## src/rtl/hzrd_ctrl_pkg.sv

```systemverilog
// Shared pipeline definitions: memory-FSM states, result-select and
// forwarding-select encodings, and the forwarding comparator.
package pipe_pkg;

    typedef enum logic [1:0] {
        M_IDLE = 2'd0,
        M_WAIT = 2'd1,
        M_ERR  = 2'd2
    } mstate_t;

    localparam logic [1:0] RSLT_LOAD = 2'b01;

    localparam logic [1:0] FWD_RF = 2'b00;
    localparam logic [1:0] FWD_W  = 2'b01;
    localparam logic [1:0] FWD_M  = 2'b10;

    // Forward select for one EX source register; M beats W, x0 never forwards
    function automatic logic [1:0] fwd_sel(
        input logic [4:0] rs,
        input logic [4:0] rdm,
        input logic       regWrtm,
        input logic [4:0] rdw,
        input logic       regWrtw
    );
        logic [1:0] sel;
        sel = FWD_RF;
        if (regWrtm && (rdm != 5'd0) && (rdm == rs)) begin
            sel = FWD_M;
        end else if (regWrtw && (rdw != 5'd0) && (rdw == rs)) begin
            sel = FWD_W;
        end
        return sel;
    endfunction

endpackage

```

## src/rtl/hzrd_ctrl_fwd.sv

```systemverilog
// EX-stage forwarding selects. Purely combinational; one instance serves
// both ALU operands by calling the shared comparator twice.
module fwd_unit
    import pipe_pkg::*;
(
    input  logic [4:0] i_rs1e,
    input  logic [4:0] i_rs2e,
    input  logic [4:0] i_rdm,
    input  logic       i_regWrtm,
    input  logic [4:0] i_rdw,
    input  logic       i_regWrtw,
    output logic [1:0] o_fwdAe,
    output logic [1:0] o_fwdBe
);

    // Same comparator applied to operand A and operand B
    always_comb begin
        o_fwdAe = fwd_sel(i_rs1e, i_rdm, i_regWrtm, i_rdw, i_regWrtw);
        o_fwdBe = fwd_sel(i_rs2e, i_rdm, i_regWrtm, i_rdw, i_regWrtw);
    end

endmodule

```

## src/rtl/hzrd_ctrl.sv

```systemverilog
// Hazard / stall controller for the 5-stage pipeline: forwarding selects,
// load-use and branch handling, and the M-stage memory wait FSM with timeout.
// Optional build macro HZRD_PERF_EN adds saturating 32-bit event counters.
// dbgMstate exposes the memory FSM state for observation.
module hzrd_ctrl
    import pipe_pkg::*;
#(
    parameter int TMO  = 16,
    parameter int CNTW = 5
) (
    input  logic       clk,
    input  logic       rstn,
    input  logic [4:0] rs1d,
    input  logic [4:0] rs2d,
    input  logic [4:0] rs1e,
    input  logic [4:0] rs2e,
    input  logic [4:0] rde,
    input  logic [1:0] rsltSrce,
    input  logic       pcSrce,
    input  logic [4:0] rdm,
    input  logic       regWrtm,
    input  logic       memReqm,
    input  logic       dmemAck,
    input  logic [4:0] rdw,
    input  logic       regWrtw,
    output logic       stallF,
    output logic       stallD,
    output logic       stallE,
    output logic       stallM,
    output logic       flushD,
    output logic       flushE,
    output logic       flushW,
    output logic [1:0] fwdAe,
    output logic [1:0] fwdBe,
    output logic       memErr,
    output mstate_t    dbgMstate
`ifdef HZRD_PERF_EN
    ,
    output logic [31:0] lwStallCnt,
    output logic [31:0] memStallCnt,
    output logic [31:0] flushCnt
`endif
);

    mstate_t         r_state;
    logic [CNTW-1:0] r_cnt;
    logic            r_memErr;
    logic [1:0]      w_fwdA;
    logic [1:0]      w_fwdB;
    logic            w_lwStall;
    logic            w_memStall;

    fwd_unit u_fwd (
        .i_rs1e    (rs1e),
        .i_rs2e    (rs2e),
        .i_rdm     (rdm),
        .i_regWrtm (regWrtm),
        .i_rdw     (rdw),
        .i_regWrtw (regWrtw),
        .o_fwdAe   (w_fwdA),
        .o_fwdBe   (w_fwdB)
    );

    // Load in E whose destination feeds the instruction in D
    assign w_lwStall = (rsltSrce == RSLT_LOAD) && (rde != 5'd0) &&
                       ((rde == rs1d) || (rde == rs2d));

    // An outstanding access, or a failed one, freezes the whole pipe
    assign w_memStall = (memReqm && !dmemAck && (r_state != M_ERR)) ||
                        (r_state == M_ERR);

    // Memory wait FSM: counts unacknowledged cycles, M_ERR is terminal
    always_ff @(posedge clk or negedge rstn) begin
        if (!rstn) begin
            r_state  <= M_IDLE;
            r_cnt    <= '0;
            r_memErr <= 1'b0;
        end else begin
            case (r_state)
                M_IDLE: begin
                    if (memReqm && !dmemAck) begin
                        r_state <= M_WAIT;
                        r_cnt   <= CNTW'(1);
                    end
                end
                M_WAIT: begin
                    if (dmemAck) begin
                        r_state <= M_IDLE;
                        r_cnt   <= '0;
                    end else if (r_cnt == CNTW'(TMO - 1)) begin
                        r_state  <= M_ERR;
                        r_memErr <= 1'b1;
                    end else begin
                        r_cnt <= r_cnt + CNTW'(1);
                    end
                end
                M_ERR: begin
                    r_memErr <= 1'b1;
                end
                default: begin
                    r_state <= M_IDLE;
                    r_cnt   <= '0;
                end
            endcase
        end
    end

    // Stall/flush steering; reset forces bubbles everywhere and no forwarding
    always_comb begin
        stallF = 1'b0;
        stallD = 1'b0;
        stallE = 1'b0;
        stallM = 1'b0;
        flushD = 1'b1;
        flushE = 1'b1;
        flushW = 1'b1;
        fwdAe  = FWD_RF;
        fwdBe  = FWD_RF;
        if (rstn) begin
            fwdAe = w_fwdA;
            fwdBe = w_fwdB;
            if (w_memStall) begin
                // E is frozen, so branch/load-use decisions wait for release
                stallF = 1'b1;
                stallD = 1'b1;
                stallE = 1'b1;
                stallM = 1'b1;
                flushD = 1'b0;
                flushE = 1'b0;
                flushW = 1'b1;
            end else begin
                stallF = w_lwStall;
                stallD = w_lwStall;
                flushD = pcSrce;
                flushE = w_lwStall || pcSrce;
                flushW = 1'b0;
            end
        end
    end

    assign memErr    = r_memErr;
    assign dbgMstate = r_state;

`ifdef HZRD_PERF_EN
    logic [31:0] r_lwCnt;
    logic [31:0] r_msCnt;
    logic [31:0] r_flCnt;

    // Saturating event counters for load-use, memory stall and branch flush
    always_ff @(posedge clk or negedge rstn) begin
        if (!rstn) begin
            r_lwCnt <= '0;
            r_msCnt <= '0;
            r_flCnt <= '0;
        end else begin
            if (w_lwStall && !w_memStall && (r_lwCnt != '1)) begin
                r_lwCnt <= r_lwCnt + 32'd1;
            end
            if (w_memStall && (r_msCnt != '1)) begin
                r_msCnt <= r_msCnt + 32'd1;
            end
            if (pcSrce && !w_memStall && (r_flCnt != '1)) begin
                r_flCnt <= r_flCnt + 32'd1;
            end
        end
    end

    assign lwStallCnt  = r_lwCnt;
    assign memStallCnt = r_msCnt;
    assign flushCnt    = r_flCnt;
`endif

endmodule

```

## config.mk

```make
export PLATFORM = sky130hd
export DESIGN_NAME = hzrd_ctrl
export DESIGN_NICKNAME = d
export VERILOG_FILES = /design/src/rtl/hzrd_ctrl_pkg.sv /design/src/rtl/hzrd_ctrl_fwd.sv /design/src/rtl/hzrd_ctrl.sv
export SDC_FILE = /design/constraint.sdc
export NUM_CORES = 1
export LEC_CHECK = 0
export BUFFER_PORTS_ARGS = -buffer_cell sky130_fd_sc_hd__buf_2
export CELL_PAD_IN_SITES_DETAIL_PLACEMENT = 1
export CELL_PAD_IN_SITES_GLOBAL_PLACEMENT = 2
export CORE_ASPECT_RATIO = 2
export CORE_MARGIN = 10
export CORE_UTILIZATION = 21
export CTS_CLUSTER_SIZE = 12
export DETAILED_ROUTE_END_ITERATION = 12
export PLACE_DENSITY = 0.86
export SETUP_SLACK_MARGIN = 0.3
export SLEW_MARGIN = 25
export SYNTH_ARGS = -nofsm -noshare
export SYNTH_HDL_FRONTEND = slang
export SYNTH_SLANG_ARGS = --single-unit
```

## constraint.sdc

```tcl
create_clock -name clk -period 2.2 [get_ports clk]
set_input_delay 0.44 -clock clk [delete_from_list [all_inputs] [get_ports clk]]
set_output_delay 0.44 -clock clk [all_outputs]
set_load 0.03 [all_outputs]
```

==> flow_metrics.tcl, run 1 <==
set metrics [dict create \
    outcome "completed" \
    avgRoutedWirePerCell_um 15.9 \
    cts.htree.levels 1 \
    synthCells 111 \
    seq_area_frac_synth_pct 22.3 \
    fin_crit_ns 2.16 \
    die_h_um 112 \
    ir_drop_v 0.000168 \
    maxSlewHeadroom_pct 76.3 \
    clockRootBuffer "clkbuf_8" \
    cts.path.max_buffers 2 \
    setup_viol 0 \
    synth_edf_count 0 \
    dp_hpwl_um 3130 \
    grt_pass1_wl_um 6010 \
    grt_overflow 0 \
    synthDistinctLibCells 33 \
    ios 58 \
    core_um2 4130 \
    place_ws_ns -0.0111 \
    vias_per_cell 4.65 \
    start_util_pct 21.7 \
    finClkSkew_ns 0.00493 \
    cts_sinks 8 \
    crit_fanout 2 \
    yosysTopAreaCell "xor2_1" \
    grt_use_total_pct 10.1 \
    ys_top_cells_by_count "xor2_1 (23), nand2_1 (15), xnor2_1 (9), dfrtp_1 (8), nor2_1 (7)" \
    start_kind "flop" \
    worstPathRequired_ns 1.76 \
    synthArstFlopShare_pct 100 \
    synth_seq_cells 8 \
    first_global_vias 1297 \
    antenna_found_initial 0 \
    clk_pin_slew_ns 0.05 \
    layout_setup_ws_ns 0.0355 \
    leakage_nw 0.719 \
    area_delta_synth_final_pct 75.4 \
    ant_nets 0 \
    yosysMostFrequentCell "xor2_1" \
    clkLatencyLatePin_ns 0.23 \
    drcViolationCount 0 \
    vias 1070 \
    port_buffers 57 \
    crit_type "flop to primary output" \
    powerDensity_nw_per_um2 380 \
    dieArea_um2 7440 \
    num_rows 33 \
    drt_first_pass_iters 2 \
    drive_gt1_share_pct 50.0 \
    ys_top_cells_by_area "xor2_1 (22%), dfrtp_1 (22%), xnor2_1 (8.8%)" \
    maxCapViolations 0 \
    grt_start_max_net_pins 16 \
    wl_um 3660 \
    ys.flop_type "dfrtp_1" \
    synth.top_cell.area_share_pct 22.5 \
    rsz0062_at_grt "true" \
    n_antenna_cell 0 \
    hold_path_class "input port to async pin" \
    fmax_mhz 462 \
    final_area_um2 1570 \
    finalNetCount 225 \
    cp-end-kind "primary output" \
    yosysWarnings 0 \
    hold_viol 0 \
    dpl_cell_area_um2 1350 \
    die_w_um 66.2 \
    drtIter0Drc 9 \
    syn_area_um2 896 \
    slew_viol_final 0 \
    tightest_slew_ns 0.346 \
    finalWeightedCongestion 0.760 \
    hold_buffers 0 \
    arrival_ns 1.72 \
    avgSynthCellArea_um2 8.07 \
    cts_made_buffers 3 \
    min_period_over_period_pct 98.4 \
    cts_tree "yes" \
    synth_fp_nets 157 \
]
==> cells in the final DEF, fill, tap and decap left out, types with 4 or more instances in the layout <==
| cell | count |
|---|---|
| nand2_1 | 15 |
| buf_2 | 39 |
| buf_4 | 12 |
| nor2_1 | 6 |
| xor2_1 | 23 |
| dfrtp_1 | 7 |
| nand3_1 | 4 |
| buf_6 | 14 |
| o21ai_0 | 4 |
| xnor2_1 | 9 |
==> layout make-up <==
class | count | area (um2)
Multi-Input combinational cell | 96 | 776
Tap cell | 52 | 65.1
Clock buffer | 4 | 45.0
Sequential cell | 8 | 201
Fill cell | 513 | 2560
Inverter | 3 | 11.3
Timing Repair Buffer | 67 | 473
==> cells by family after synthesis <==
family | count (synthesis) | synth area share (%)
AOI/OAI and AO/OA | 16 | 11.9
muxes | 1 | 1.12
adders and majority gates | 2 | 2.79
and+or+nand+nor | 45 | 26.4
DFF | 8 | 22.3
buffers and inverters | 7 | 4.19
xor gates and xnor gates | 32 | 31.3
==> power breakdown <==
group / internal (mW) / total [mW] / switching, mW
Sequential: 0.157 / 0.167 / 0.00966
Combinational: 0.115 / 0.245 / 0.130
Clock: 0.126 / 0.186 / 0.0600
Total: 0.398 / 0.598 / 0.200
==> worst paths after layout <==
path                                           from                        to  slack (ns)  depth (start not counted)
setup / recovery           dbgMstate[1]$_DFFE_PN0P_                    flushE        0.04                          5
hold / removal                                 rstn      r_cnt[0]$_DFFE_PN0P_        0.16                          2
setup reg to reg               r_cnt[0]$_DFFE_PN0P_      r_cnt[3]$_DFFE_PN0P_        0.47                          6
hold reg to reg                  memErr$_DFFE_PN0P_        memErr$_DFFE_PN0P_        0.47                          1
max in group asynchronous                      rstn  dbgMstate[0]$_DFFE_PN0P_        1.86                          2
min in group clk                            dmemAck  dbgMstate[0]$_DFFE_PN0P_        0.44                          2
==> stage by stage <==
stage	TNS, ns	power [mW]	instances	hold WS [ns]	utilization, %
after CTS	0	0.595	229	0.157	36.7
after global placement	-0.000261	0.384	223	0.400	32.7
after floorplan	-0.0525	0.288	111	0.144	-
final	0	0.598	230	0.156	38.1
after detailed placement	-0.0122	0.388	223	0.397	32.7
after global routing	-0.0486	0.642	230	0.164	38.1
==> metal layers <==
metal,global-route usage [%],routed length (um)
met1,9.08,1180
met2,19.6,2120
met3,4.78,351
met4,1.27,8
met5,0,0
==> critical path: stages, from the launching register on <==
cell,delay (ns)
dfrtp_1,0.37
or2b_1,0.19
o21ai_2,0.07
or4b_1,0.51
o211ai_1,0.17
buf_4,0.19
==> sequential cells by signal, indices dropped and copies added, names as in the netlist <==
name,cells
r_cnt,5
dbgMstate,2
memErr,1
==> timing repair <==
action	4_1_cts	5_1_grt
buffers inserted	2	1
hold endpoints to repair	0	0
resized for setup	30	17
pin swaps	8	6
endpoints found under the setup margin	7	9
gates cloned	0	0
Power figures use the tool's default switching activity.
==> run 2: changes to the inputs <==
--- a/config.mk
+++ b/config.mk
@@ -9,8 +9,9 @@
 export CELL_PAD_IN_SITES_DETAIL_PLACEMENT = 1
 export CELL_PAD_IN_SITES_GLOBAL_PLACEMENT = 2
 export CORE_ASPECT_RATIO = 2
-export CORE_MARGIN = 10
+export CORE_MARGIN = 1
 export CORE_UTILIZATION = 21
+export CTS_BUF_LIST = sky130_fd_sc_hd__clkbuf_16
 export CTS_CLUSTER_SIZE = 12
 export DETAILED_ROUTE_END_ITERATION = 12
 export PLACE_DENSITY = 0.86
==> flow_metrics.tcl, run 2 (synthesized netlist as in run 1, its figures left out) <==
set metrics [dict create \
    outcome "completed" \
    grt_pass1_wl_um 5350 \
    hold_path_class "input port to async pin" \
    route.met3.wl_um 178 \
    worst-path-stages 5 \
    dp.cells 222 \
    fmax_mhz 457 \
    crit_start "dbgMstate[1]$_DFFE_PN0P_" \
    path_delay_family "simple AND/OR/NAND/NOR gates" \
    area_delta_synth_final_pct 77.8 \
    wl_um 3210 \
    dpl_cell_area_um2 1340 \
    grt_start_max_net_pins 16 \
    timing.rr.start "r_cnt[0]$_DFFE_PN0P_" \
    clockRootBuffer "clkbuf_16" \
    cts.path.max_buffers 2 \
    arrival_ns 1.75 \
    drcViolationCount 0 \
    top_register "r_cnt" \
    rsz0062_at_grt "true" \
    start_util_pct 21.9 \
    dr_wl_met2_um 1950 \
    setup_viol 0 \
    grt_overflow 0 \
    hold_viol 0 \
    cpPeakStageDelay_ns 0.50 \
    worst-r2r-cell-count 6 \
    cp-end-kind "primary output" \
    drive_gt1_share_pct 51.7 \
    n_antenna_cell 0 \
    path_cells "or2b_1 > o21ai_2 > or4b_1 > o211ai_1 > buf_4" \
    ios 58 \
    start_kind "flop" \
    core_um2 4090 \
    whs_ns 0.148 \
    slew_viol_final 0 \
    drtIter0Drc 16 \
    worstPathRequired_ns 1.76 \
    cts.htree.levels 1 \
    hold_buffers 0 \
    finClkSkew_ns 0.00182 \
    ant_nets 0 \
    vias_per_cell 4.70 \
    grt_use_total_pct 16.4 \
    fin_crit_ns 2.19 \
    finalWeightedCongestion 0.758 \
    cts_tree "yes" \
    final_area_um2 1590 \
    die_h_um 94.4 \
    fill_cells 491 \
    powerDensity_nw_per_um2 463 \
    avgRoutedWirePerCell_um 13.9 \
    antenna_found_initial 0 \
    drt_first_pass_iters 2 \
    num_rows 33 \
    clkLatencyLatePin_ns 0.24 \
    die_w_um 48.2 \
    highest_layer "met4" \
    first_global_vias 1219 \
    maxCapViolations 0 \
    dp_hpwl_um 2550 \
    crit_type "flop to primary output" \
    vias 1080 \
    crit_fanout 2 \
    cts_made_buffers 3 \
    port_buffers 57 \
    layout_common_cells "buf_2 (43), xor2_1 (23), nand2_1 (15)" \
    crit_buf_inv 1 \
    leakage_nw 0.737 \
    cts_sinks 8 \
    ir_drop_v 0.000206 \
    m1WireLength_um 1020 \
    final_cells 230 \
    largest_reg_flops 5 \
    maxSlewHeadroom_pct 75.0 \
    dieArea_um2 4550 \
    finalNetCount 225 \
    mostFrequentLayoutCell "buf_2" \
    tightest_slew_ns 0.374 \
    clk_pin_slew_ns 0.04 \
    min_period_over_period_pct 99.4 \
    cp_slowest_cell "or4b_1" \
]
==> run 2: cell types whose count changed in the layout (fill, tap and decap cells not counted), moves of 3 or more <==
| cell | delta |
|---|---|
| buf_6 | -5 |
| buf_2 | +4 |
| clkbuf_16 | +3 |
| clkbuf_8 | -3 |
==> run 2: report_power, final <==
part / internal [mW] / switching (mW) / leakage [nW]
sequential: 0.157 / 0.00970 / 0.101
combinational: 0.115 / 0.132 / 0.594
clock: 0.238 / 0.0855 / 0.0423
==> run 2: timing repair <==
action	4_1_cts	5_1_grt
setup buffers	4	0
gates resized for setup	31	9
pin swaps	9	7
endpoints found under the hold margin	0	0
endpoints found under the setup margin	9	8
==> run 2: worst paths after layout <==
| kind | end | slack (ns) |
|---|---|---|
| max reg2reg | r_cnt[3]$_DFFE_PN0P_ | 0.46 |
| max | flushE | 0.01 |
| max in group asynchronous | dbgMstate[0]$_DFFE_PN0P_ | 1.87 |
| min in group clk | dbgMstate[0]$_DFFE_PN0P_ | 0.42 |
| min | r_cnt[0]$_DFFE_PN0P_ | 0.15 |
| min reg2reg | memErr$_DFFE_PN0P_ | 0.46 |
==> run 2: cell type report <==
cell class	count	area [um2]	area share [%]
Timing Repair Buffer	67	444	27.9
Inverter	3	11.3	0.707
Multi-Input combinational cell	96	792	49.7
Sequential cell	8	201	12.6
Clock buffer	3	75.1	4.71
Tap cell	52	65.1	4.08
Clock inverter	1	3.75	0.236
==> run 2: layer usage <==
metal	track usage, %	vias up
met2	31.2	46
met3	3.63	6
met4	5.09	0
met1	15.5	507
li1	-	521
met5	0	-
==> run 2: stage by stage <==
stage / TNS, ns / power (mW) / setup slack (ns) / utilization [%]
finish: 0 / 0.737 / 0.0137 / 39.0
global route: -0.0778 / 0.767 / -0.0778 / 39.0
CTS: 0 / 0.734 / 0.0133 / 38.4
detailed placement: -0.0102 / 0.385 / -0.0102 / 32.8
global placement: 0 / 0.382 / 0.00460 / 32.8
floorplan: -0.0525 / 0.288 / -0.0525 / -
==> run 2: worst register-to-register path, delay by kind of cell, from the launching register on <==
kind	cells	cell delay (ns)
fa+ha+maj	2	0.52
simple gates	2	0.42
flops	1	0.41
xor+xnor	1	0.15
compound gates	1	0.15
